<file path="config.mk">
export PLATFORM = sky130hd
export DESIGN_NAME = lvds_rx_deser
export DESIGN_NICKNAME = d
export VERILOG_FILES = /design/src/rtl/lvds_rx_deser.sv
export SDC_FILE = /design/constraint.sdc
export NUM_CORES = 1
export LEC_CHECK = 0
export CORE_MARGIN = 2
export CORE_UTILIZATION = 40
export CTS_BUF_LIST = sky130_fd_sc_hd__clkbuf_2
export CTS_CLUSTER_SIZE = 20
export DETAILED_ROUTE_END_ITERATION = 6
export PLACE_DENSITY = 0.66
export SETUP_SLACK_MARGIN = 0.1
export SLEW_MARGIN = 20
export SYNTH_ARGS = -nofsm -noshare
export SYNTH_HDL_FRONTEND = slang
export SYNTH_SLANG_ARGS = --single-unit
</file>
<file path="constraint.sdc">
create_clock -name CLK -period 3.5 [get_ports CLK]
set_input_delay 0.35 -clock CLK [delete_from_list [all_inputs] [get_ports CLK]]
set_output_delay 0.35 -clock CLK [all_outputs]
set_load 0.005 [all_outputs]
</file>
<file path="src/rtl/lvds_rx_deser.sv">
// lvds_rx_deser: soft single-lane serial-to-parallel receiver with bit-slip word alignment.
// Optional loss-of-signal detection while LOCKED is built in when LVDS_RX_LOS_DET_EN is defined.
module lvds_rx_deser #(
    parameter int unsigned      WIDTH         = 8,
    parameter logic [WIDTH-1:0] TRAIN_PATTERN = WIDTH'(8'h6A),
    parameter int unsigned      LOCK_COUNT    = 4
) (
    input  logic                     CLK,
    input  logic                     LSR,
    input  logic                     SDI,
    input  logic                     ALIGN,
    output logic [WIDTH-1:0]         Q,
    output logic                     Q_VALID,
    output logic                     LOCKED,
    output logic [$clog2(WIDTH)-1:0] SLIP_CNT
);
    localparam int unsigned    BCW        = $clog2(WIDTH);
    localparam logic [BCW-1:0] BC_LAST    = BCW'(WIDTH - 1);
    localparam logic [3:0]     MATCH_LAST = 4'(LOCK_COUNT - 1);

    typedef enum logic {S_HUNT, S_LOCKED} state_t;

    state_t           state_q, state_d;
    logic [WIDTH-2:0] sr_q;
    logic [BCW-1:0]   bc_q;
    logic             slip_hold_q, slip_d;
    logic [3:0]       match_q, match_d;
    logic [BCW-1:0]   slip_cnt_d;
    logic [WIDTH-1:0] q_d;
    logic             q_valid_d;
    logic             boundary;
    logic             realign;
    logic             los_trip;
    logic [WIDTH-1:0] word;

    assign boundary = (bc_q == BC_LAST);
    assign word     = {sr_q, SDI};
    assign LOCKED   = (state_q == S_LOCKED);

`ifdef LVDS_RX_LOS_DET_EN
    logic [4:0] los_q, los_d;

    // A full run of 16 stuck words acts like an ALIGN request on the following cycle.
    assign los_trip = (los_q == 5'd16);

    always_comb begin
        los_d = los_q;
        if (!LOCKED || realign)
            los_d = '0;
        else if (boundary)
            los_d = ((&word) || !(|word)) ? los_q + 5'd1 : '0;
    end

    always_ff @(posedge CLK) begin
        if (LSR)
            los_q <= '0;
        else
            los_q <= los_d;
    end
`else
    assign los_trip = 1'b0;
`endif

    assign realign = ALIGN | los_trip;

    // NOTE: every variable gets a default before the case so no path leaves one unassigned (no latches).
    always_comb begin
        state_d    = state_q;
        match_d    = match_q;
        slip_cnt_d = SLIP_CNT;
        slip_d     = 1'b0;
        q_d        = Q;
        q_valid_d  = 1'b0;

        case (state_q)
            S_HUNT: begin
                if (ALIGN) begin
                    match_d    = '0;
                    slip_cnt_d = '0;
                end else if (boundary) begin
                    if (word == TRAIN_PATTERN) begin
                        match_d = match_q + 4'd1;
                        if (match_q == MATCH_LAST)
                            state_d = S_LOCKED;
                    end else begin
                        match_d    = '0;
                        slip_d     = 1'b1;
                        slip_cnt_d = SLIP_CNT + BCW'(1);
                    end
                end
            end
            S_LOCKED: begin
                if (boundary) begin
                    q_d       = word;
                    q_valid_d = 1'b1;
                end
                // A boundary coinciding with realign still delivers its word above.
                if (realign) begin
                    state_d    = S_HUNT;
                    match_d    = '0;
                    slip_cnt_d = '0;
                end
            end
            default: state_d = S_HUNT;
        endcase
    end

    // NOTE: the shift register has no reset; a boundary only consumes samples taken after reset release.
    always_ff @(posedge CLK) begin
        sr_q <= {sr_q[WIDTH-3:0], SDI};
    end

    // NOTE: sequential state uses non-blocking assignments so every register samples pre-edge values.
    always_ff @(posedge CLK) begin
        if (LSR) begin
            state_q     <= S_HUNT;
            bc_q        <= '0;
            slip_hold_q <= 1'b0;
            match_q     <= '0;
            SLIP_CNT    <= '0;
            Q           <= '0;
            Q_VALID     <= 1'b0;
        end else begin
            state_q     <= state_d;
            slip_hold_q <= slip_d;
            match_q     <= match_d;
            SLIP_CNT    <= slip_cnt_d;
            Q           <= q_d;
            Q_VALID     <= q_valid_d;
            // A slip parks the counter at 0 for one extra cycle, moving the window one bit later.
            if (slip_hold_q || boundary)
                bc_q <= '0;
            else
                bc_q <= bc_q + BCW'(1);
        end
    end

endmodule

</file>
# After elaboration in Yosys (flattened, before gate mapping)
# Index checks and enable logic that the tools add are counted.
classes:
  addsub: 3
  eq_ne: 6
  n_mux: 18
  n_bitwise: 2
  reduce_logical: 7
op_table:
  columns: ["cell", "n"]
  rows:
  - ["$mux 4", 4]
  - ["$mux 3", 4]
  - ["$eq 8x7->1 const B", 1]
  - ["$pmux 4 s2", 1]
  - ["$mux 1", 7]
  - ["$add 3x1->3 const B", 2]
  - ["$ne 3x3->1 const B", 2]
  - ["$pmux 3 s2", 1]
  - ["$add 4x1->4 const B", 1]
  - ["$eq 4x2->1 const B", 1]
  - ["$reduce_and 2->1", 2]
  - ["$reduce_or 2->1", 2]
  - ["$reduce_or 4->1", 1]
  - ["$eq 3x3->1 const B", 1]
  - ["$reduce_and 3->1", 1]
  - ["$ne 2x2->1 const B", 1]
  - ["$not 1->1", 2]
  - ["$pmux 1 s2", 1]
  - ["$logic_or 1x1->1", 1]
totals:
  ff_bits: 28
  input_bits: 4
  output_inout_bits: 13

# Logic depth before layout (Yosys ltp)
# Gate-level depths: netlist of run 1.
logic_depth:
  word_depth: 6
  ltp_mapped: 5
  depth_no_buf: 5

# Least setup slack after synthesis of run 1
# Ideal clock, no wire load.
synth_path:
  path_type: "register to register"
  from: "register bc_q[0]"
  to: "register bc_q[1]"
  arrival_ns: 1.171
  slack_ns: 2.270
  path_stages_with_launch: 6
  path_buffers: 1
  period_less_slack_ns: 1.230
  path_cell_list: "dfxtp_1 ha_1 ha_1 buf_2 nor3_1 and2_1"
synth_via:
  elab_chain_cells: 3
synth_rtl:
  columns: ["item", "line_no", "rtl"]
  rows:
  - ["start, declared", "25", "logic [BCW-1:0] bc_q;"]
  - ["start signal, assigned", "134", "bc_q <= bc_q + BCW'(1);"]
  - ["$eq 3x3->1", "36", "assign boundary = (bc_q == BC_LAST);"]
  - ["via boundary", "31", "logic boundary;"]
  - ["$logic_or 1x1->1", "131", "if (slip_hold_q || boundary)"]
  - ["$reduce_or 2->1 (no line)", null, null]
# The timed path passes the listed nets, and every way through them passes these cells.
# A chain may end at the register's enable or synchronous reset.

# Final worst setup path of run 1
layout_path:
  from: "register state_q (netlist: LOCKED)"
  to: "output port LOCKED"
layout_rtl:
  columns: ["item", "line_no", "rtl"]
  rows:
  - ["start, declared", "23", "state_t state_q, state_d;"]
  - ["start signal, assigned", "124", "state_q <= state_d;"]
  - ["end, declared", "14", "output logic LOCKED,"]
# No word-level cell between the ends.

==> results.yml, run 1 <==
status:
  status: "finished clean"
critical_path:
  crit_slowest_cell: "dfxtp_1"
  cp_slowest_stage_delay_ns: 0.65
  arrival_ns: 1.58
  cp.required_ns: 3.15
  cp_cell_sequence: "clkdlybuf4s50_1"
  crit_type: "flip-flop to primary output"
  worstPathMaxFanout: 13
  startpoint_type: "flip-flop"
  endpoint_kind: "primary output"
  cp_top_family: "flip-flops"
  reg2reg_setup_slack_ns: 1.73
  critPathBufInv: 1
synthesis:
  yosys.area_share.simple_pct: 26.1
  synth_top_area_share_pct: 53.8
  synthMuxAreaShare_pct: 2.88
  synth-xor-area-share_pct: 0
  synth_compound_area_share_pct: 8.89
  ys_warn_count: 0
  synthesis.area_um2: 1040
  syn_area_per_cell_um2: 9.82
  synthCells: 106
  synthAdderAreaFrac_pct: 4.81
  yosys-top-cells-area: "dfxtp_1 (54%), nand2_1 (6.1%), a21oi_1 (4.8%)"
  yosysTopAreaCell: "dfxtp_1"
  synth-seq-area-share_pct: 53.8
  syn-num-nets: 114
  synth_top_family_by_area: "simple AND/OR/NAND/NOR gates"
  synth_cell_types: 27
  ys_ff_latch: 28
finish:
  layout_common_cells: "dfxtp_1 (28), nand2_1 (17), clkdlybuf4s50_1 (16)"
  fin_area_um2: 1220
  fillerInstances: 240
  drive_gt1_share_pct: 5.00
  mostFrequentLayoutCell: "dfxtp_1"
  fin_nets: 130
  n_antenna_cell: 0
  area_delta_synth_final_pct: 17.3
  postLayoutCoreUtil_pct: 49.3
timing:
  setup_violations: 0
  finalSetupTns_ns: 0
  rsz0062_at_grt: "false"
  finalHoldViolCount: 0
  period_needed_ns: 1.93
  worstMarginPinSlew_ns: 0.492
  clock_skew_ns: 0.00663
  max_freq_mhz: 519
  slew-limit-headroom_pct: 67.1
  report.final.slew_viol_count: 0
  timing.hold.ws_ns: 0.374
  finalCritPeriodShare_pct: 55.0
placed_design:
  place_congestion: 0.760
  port-buffer-count: 16
  placed_cell_area_um2: 1210
  hpwl_mm: 1.34
clock_network:
  post_cts_buffers: 0
  cts_tree: "yes"
  clk_pin_slew_ns: 0.23
  htreeDepth: 1
  cts_sinks: 28
  cts-buffers-inserted: 3
  cts_resized: 0
  clk_latency_ns: 0.34
  cts_root_buffer: "clkbuf_2"
  clockBufferDepth: 2
  cts-hold-fix-buffers: 0
floorplanning:
  die_w_um: 55.0
  die-area_um2: 3030
  core_area_um2: 2480
  start_util_pct: 42.0
  die_h_um: 55.0
  io_pins: 17
  row_count: 18
power_and_ir_drop:
  power.density_nw_per_um2: 373
  peakVddDrop_v: 0.000286
  leakage_nw: 0.426
routing:
  routed_wl_mm: 1.82
  drc: 0
  antenna_left: 0
  drt_pass1_iterations: 3
  vias: 764
  routed_via_density: 5.09
  wl_per_cell_um: 12.1
  drt_iter0_markers: 5
grt:
  grt_antenna_before_repair: 0
  grt_start_max_net_pins: 16
  grt_pass1_vias: 609
  grt_pass1_wl_mm: 2.81
  grt-ovfl-total: 0
  grt_use_total_pct: 13.3
min_path:
  hold_class: "flip-flop to flip-flop"
run:
  maxCapViolCount: 0
synth_stat cells:
cell / instances
a211oi_2: 1
a21oi_1: 10
a21oi_2: 1
a31oi_1: 2
a41oi_1: 1
and2_1: 3
and4b_1: 1
and4bb_1: 2
buf_2: 2
buf_4: 1
buf_6: 1
clkbuf_1: 1
dfxtp_1: 28
ha_1: 4
inv_1: 1
mux2i_1: 3
nand2_1: 17
nand2b_1: 1
nand3_1: 9
nand4_1: 4
nand4b_1: 2
nor2_1: 3
nor2b_1: 3
nor3_1: 1
nor4_1: 1
or2_2: 1
or3_1: 2
report_power, final:
part / internal (W) / total (W) / switching (W)
registers: 0.000327 / 0.000331 / 0.00000374
logic: 0.00000793 / 0.0000171 / 0.00000918
clock network: 0.0000233 / 0.000107 / 0.0000839
worst paths after layout:
| kind | start | endpoint | depth (start not counted) |
|---|---|---|---|
| setup / recovery | LOCKED | LOCKED | 1 |
| hold / removal | sr_q[4] | sr_q[5] | 0 |
| setup reg to reg | bc_q[0] | SLIP_CNT[1] | 5 |
| hold reg to reg | sr_q[4] | sr_q[5] | 0 |
cell families (layout without fill, tap and decap cells):
logic type / Yosys count / count (layout)
compound gates: 15 / 15
fa+ha+maj: 4 / 4
buf+inv: 6 / 20
flops: 28 / 28
mux: 3 / 3
simple gates: 50 / 50
flip-flops by register name (all words and copies together) (netlist names):
register	flops
sr_q	7
Q	8
LOCKED	1
slip_hold_q	1
bc_q	3
SLIP_CNT	3
Q_VALID	1
match_q	4
final cells by class:
type	instances	area [µm²]	share of cell area, %
well taps	30	37.5	3.07
inverters	1	3.75	0.307
flip-flops and latches	28	561	45.9
repair buffers	16	160	13.1
multi-input cells	72	444	36.4
clock buffers	3	15.0	1.23
layer usage:
layer / track usage [%] / wire [µm] / up-vias
li1: - / - / 401
met1: 18.1 / 937 / 356
met2: 18.5 / 817 / 5
met3: 5.38 / 35 / 2
met4: 5.28 / 28 / 0
met5: 0 / 0 / -
stage by stage:
step / power (W) / worst slack, ns / instances
after detailed placement: 0.000354 / 1.75 / 147
after global routing: 0.000480 / 1.45 / 150
after CTS: 0.000463 / 1.55 / 150
after floorplan: 0.000347 / 2.27 / 106
final: 0.000455 / 1.57 / 150
after global placement: 0.000353 / 1.79 / 147
Note: power is estimated with default switching activity, not from simulation.
==> inputs of run 2 (changes only) <==
--- a/config.mk
+++ b/config.mk
@@ -10,7 +10,7 @@
 export CTS_BUF_LIST = sky130_fd_sc_hd__clkbuf_2
 export CTS_CLUSTER_SIZE = 20
 export DETAILED_ROUTE_END_ITERATION = 6
-export PLACE_DENSITY = 0.66
+export PLACE_DENSITY = 0.68
 export SETUP_SLACK_MARGIN = 0.1
 export SLEW_MARGIN = 20
 export SYNTH_ARGS = -nofsm -noshare
==> constraint.sdc (replaced) <==
create_clock -name CLK -period 1.7 [get_ports CLK]
set_input_delay 0.17 -clock CLK [delete_from_list [all_inputs] [get_ports CLK]]
set_output_delay 0.17 -clock CLK [all_outputs]
set_load 0.005 [all_outputs]
==> results.yml, run 2 (synthesis gave the netlist of run 1 again) <==
routing:
  antenna_left: 0
  routed_wl_mm: 1.86
  vias: 790
  drc: 0
  drt_iter0_markers: 2
  routed_via_density: 5.13
  wl_per_cell_um: 12.1
  drt_pass1_iterations: 2
floorplanning:
  die_h_um: 55.0
  io_pins: 17
  row_count: 18
  die-area_um2: 3030
  die_w_um: 55.0
  start_util_pct: 42.0
  core_area_um2: 2480
critical_path:
  worstPathMaxFanout: 4
  ff2ff_path_depth: 5
  cp_top_family: "buffers and inverters"
  crit_type: "flip-flop to primary output"
  reg2reg_setup_slack_ns: 0.26
  crit_slowest_cell: "clkdlybuf4s50_1"
  rr_endpoint: "match_q[1]"
  r2r-start: "bc_q[0]"
  cp_slowest_stage_delay_ns: 0.52
  critPathBufInv: 1
  endpoint_kind: "primary output"
  cp_cell_sequence: "clkdlybuf4s50_1"
  startpoint_type: "flip-flop"
  cp.required_ns: 1.53
  arrival_ns: 1.30
timing:
  slew-limit-headroom_pct: 76.3
  report.final.slew_viol_count: 0
  max_freq_mhz: 680
  rsz0062_at_grt: "false"
  setup_violations: 0
  clock_skew_ns: 0.00754
  finalCritPeriodShare_pct: 86.5
  finalSetupTns_ns: 0
  period_needed_ns: 1.47
  worstMarginPinSlew_ns: 0.355
  finalHoldViolCount: 0
finish:
  largest_reg_flops: 8
  drive_gt1_share_pct: 10.5
  top_register: "Q"
  reg_top3: "Q: 8 flops, sr_q: 7 flops, match_q: 4 flops"
  fin_nets: 133
  area_delta_synth_final_pct: 23.0
  instances_no_fill: 154
  postLayoutCoreUtil_pct: 51.7
  mostFrequentLayoutCell: "dfxtp_1"
  layout_common_cells: "dfxtp_1 (27), nand2_1 (16), clkdlybuf4s50_1 (16)"
  n_antenna_cell: 0
power_and_ir_drop:
  leakage_nw: 0.458
  power.density_nw_per_um2: 870
  peakVddDrop_v: 0.000944
grt:
  grt_pass1_wl_mm: 2.85
  grt_start_max_net_pins: 17
  grt_use_total_pct: 13.3
  grt_pass1_vias: 655
  grt_antenna_before_repair: 0
  grt-ovfl-total: 0
min_path:
  worstHoldEndpoint: "sr_q[0]"
  hold_path_depth: 1
  hold_class: "input pin to flip-flop"
  hold_start: "SDI"
clock_network:
  cts_sinks: 28
  htreeDepth: 1
  post_cts_buffers: 0
  cts-buffers-inserted: 3
  cts_root_buffer: "clkbuf_2"
  cts_tree: "yes"
  clk_pin_slew_ns: 0.25
  clockBufferDepth: 2
  clk_latency_ns: 0.36
placed_design:
  hpwl_mm: 1.39
  place_congestion: 0.724
  port-buffer-count: 16
  placed_cells: 150
status:
  status: "finished clean"
run:
  maxCapViolCount: 0
==> run 2: cell count changes in the layout (fill, tap and decap cells not counted) <==
cell	change
nand2b_1	-1
nand2b_2	+1
nand2_1	-1
dfxtp_2	+1
nand2_2	+1
bufinv_16	+1
buf_4	+3
dfxtp_1	-1
==> run 2: per-stage QoR <==
step	instance area, µm²	total power [W]	hold WS, ns	setup slack (ns)
finish	1280	0.00111	0.294	0.230
global route	1280	0.00115	0.280	0.116
CTS	1270	0.00113	0.283	0.155
detailed placement	1230	0.000732	0.360	0.112
global placement	1230	0.000729	0.352	0.169
floorplan	1040	0.000715	0.198	0.470
==> run 2: metal layers <==
metal  vias up  wire length, µm  global-route usage, %
li1        416                -                      -
met1       366              922                   17.5
met2         6              868                   20.0
met3         2               43                   4.84
met4         0               27                   4.88
met5         -                0                      0
==> run 2: report_power, final <==
| part | switching [W] | internal, W |
|---|---|---|
| clock | 0.000192 | 0.000202 |
| sequential | 0.00000766 | 0.000674 |
| combinational | 0.0000194 | 0.0000182 |
| total | 0.000220 | 0.000894 |
==> run 2: worst max-delay path by stage <==
stage,startpoint,endpoint,slack (ns),cells past startpoint
detailed placement,SDI,SLIP_CNT[2],0.11,4
global route,bc_q[0],match_q[1],0.12,5
global placement,SDI,SLIP_CNT[2],0.17,4
finish,SLIP_CNT[0],SLIP_CNT[0],0.23,1
CTS,LOCKED,LOCKED,0.15,1
floorplan,bc_q[0],bc_q[1],0.47,5
==> run 2: cell type report <==
| type | count | area (µm²) |
|---|---|---|
| Fill cell | 247 | 1200 |
| Sequential cell | 28 | 562 |
| Multi-Input combinational cell | 72 | 449 |
| Timing Repair Buffer | 19 | 183 |
| Tap cell | 30 | 37.5 |
| Clock inverter | 1 | 30.0 |
| Clock buffer | 3 | 15.0 |
| Inverter | 1 | 3.75 |
==> run 2: repair_timing <==
item	in CTS	in global routing
endpoints found under the setup margin	0	9
hold buffers	0	0
resized for setup	0	3
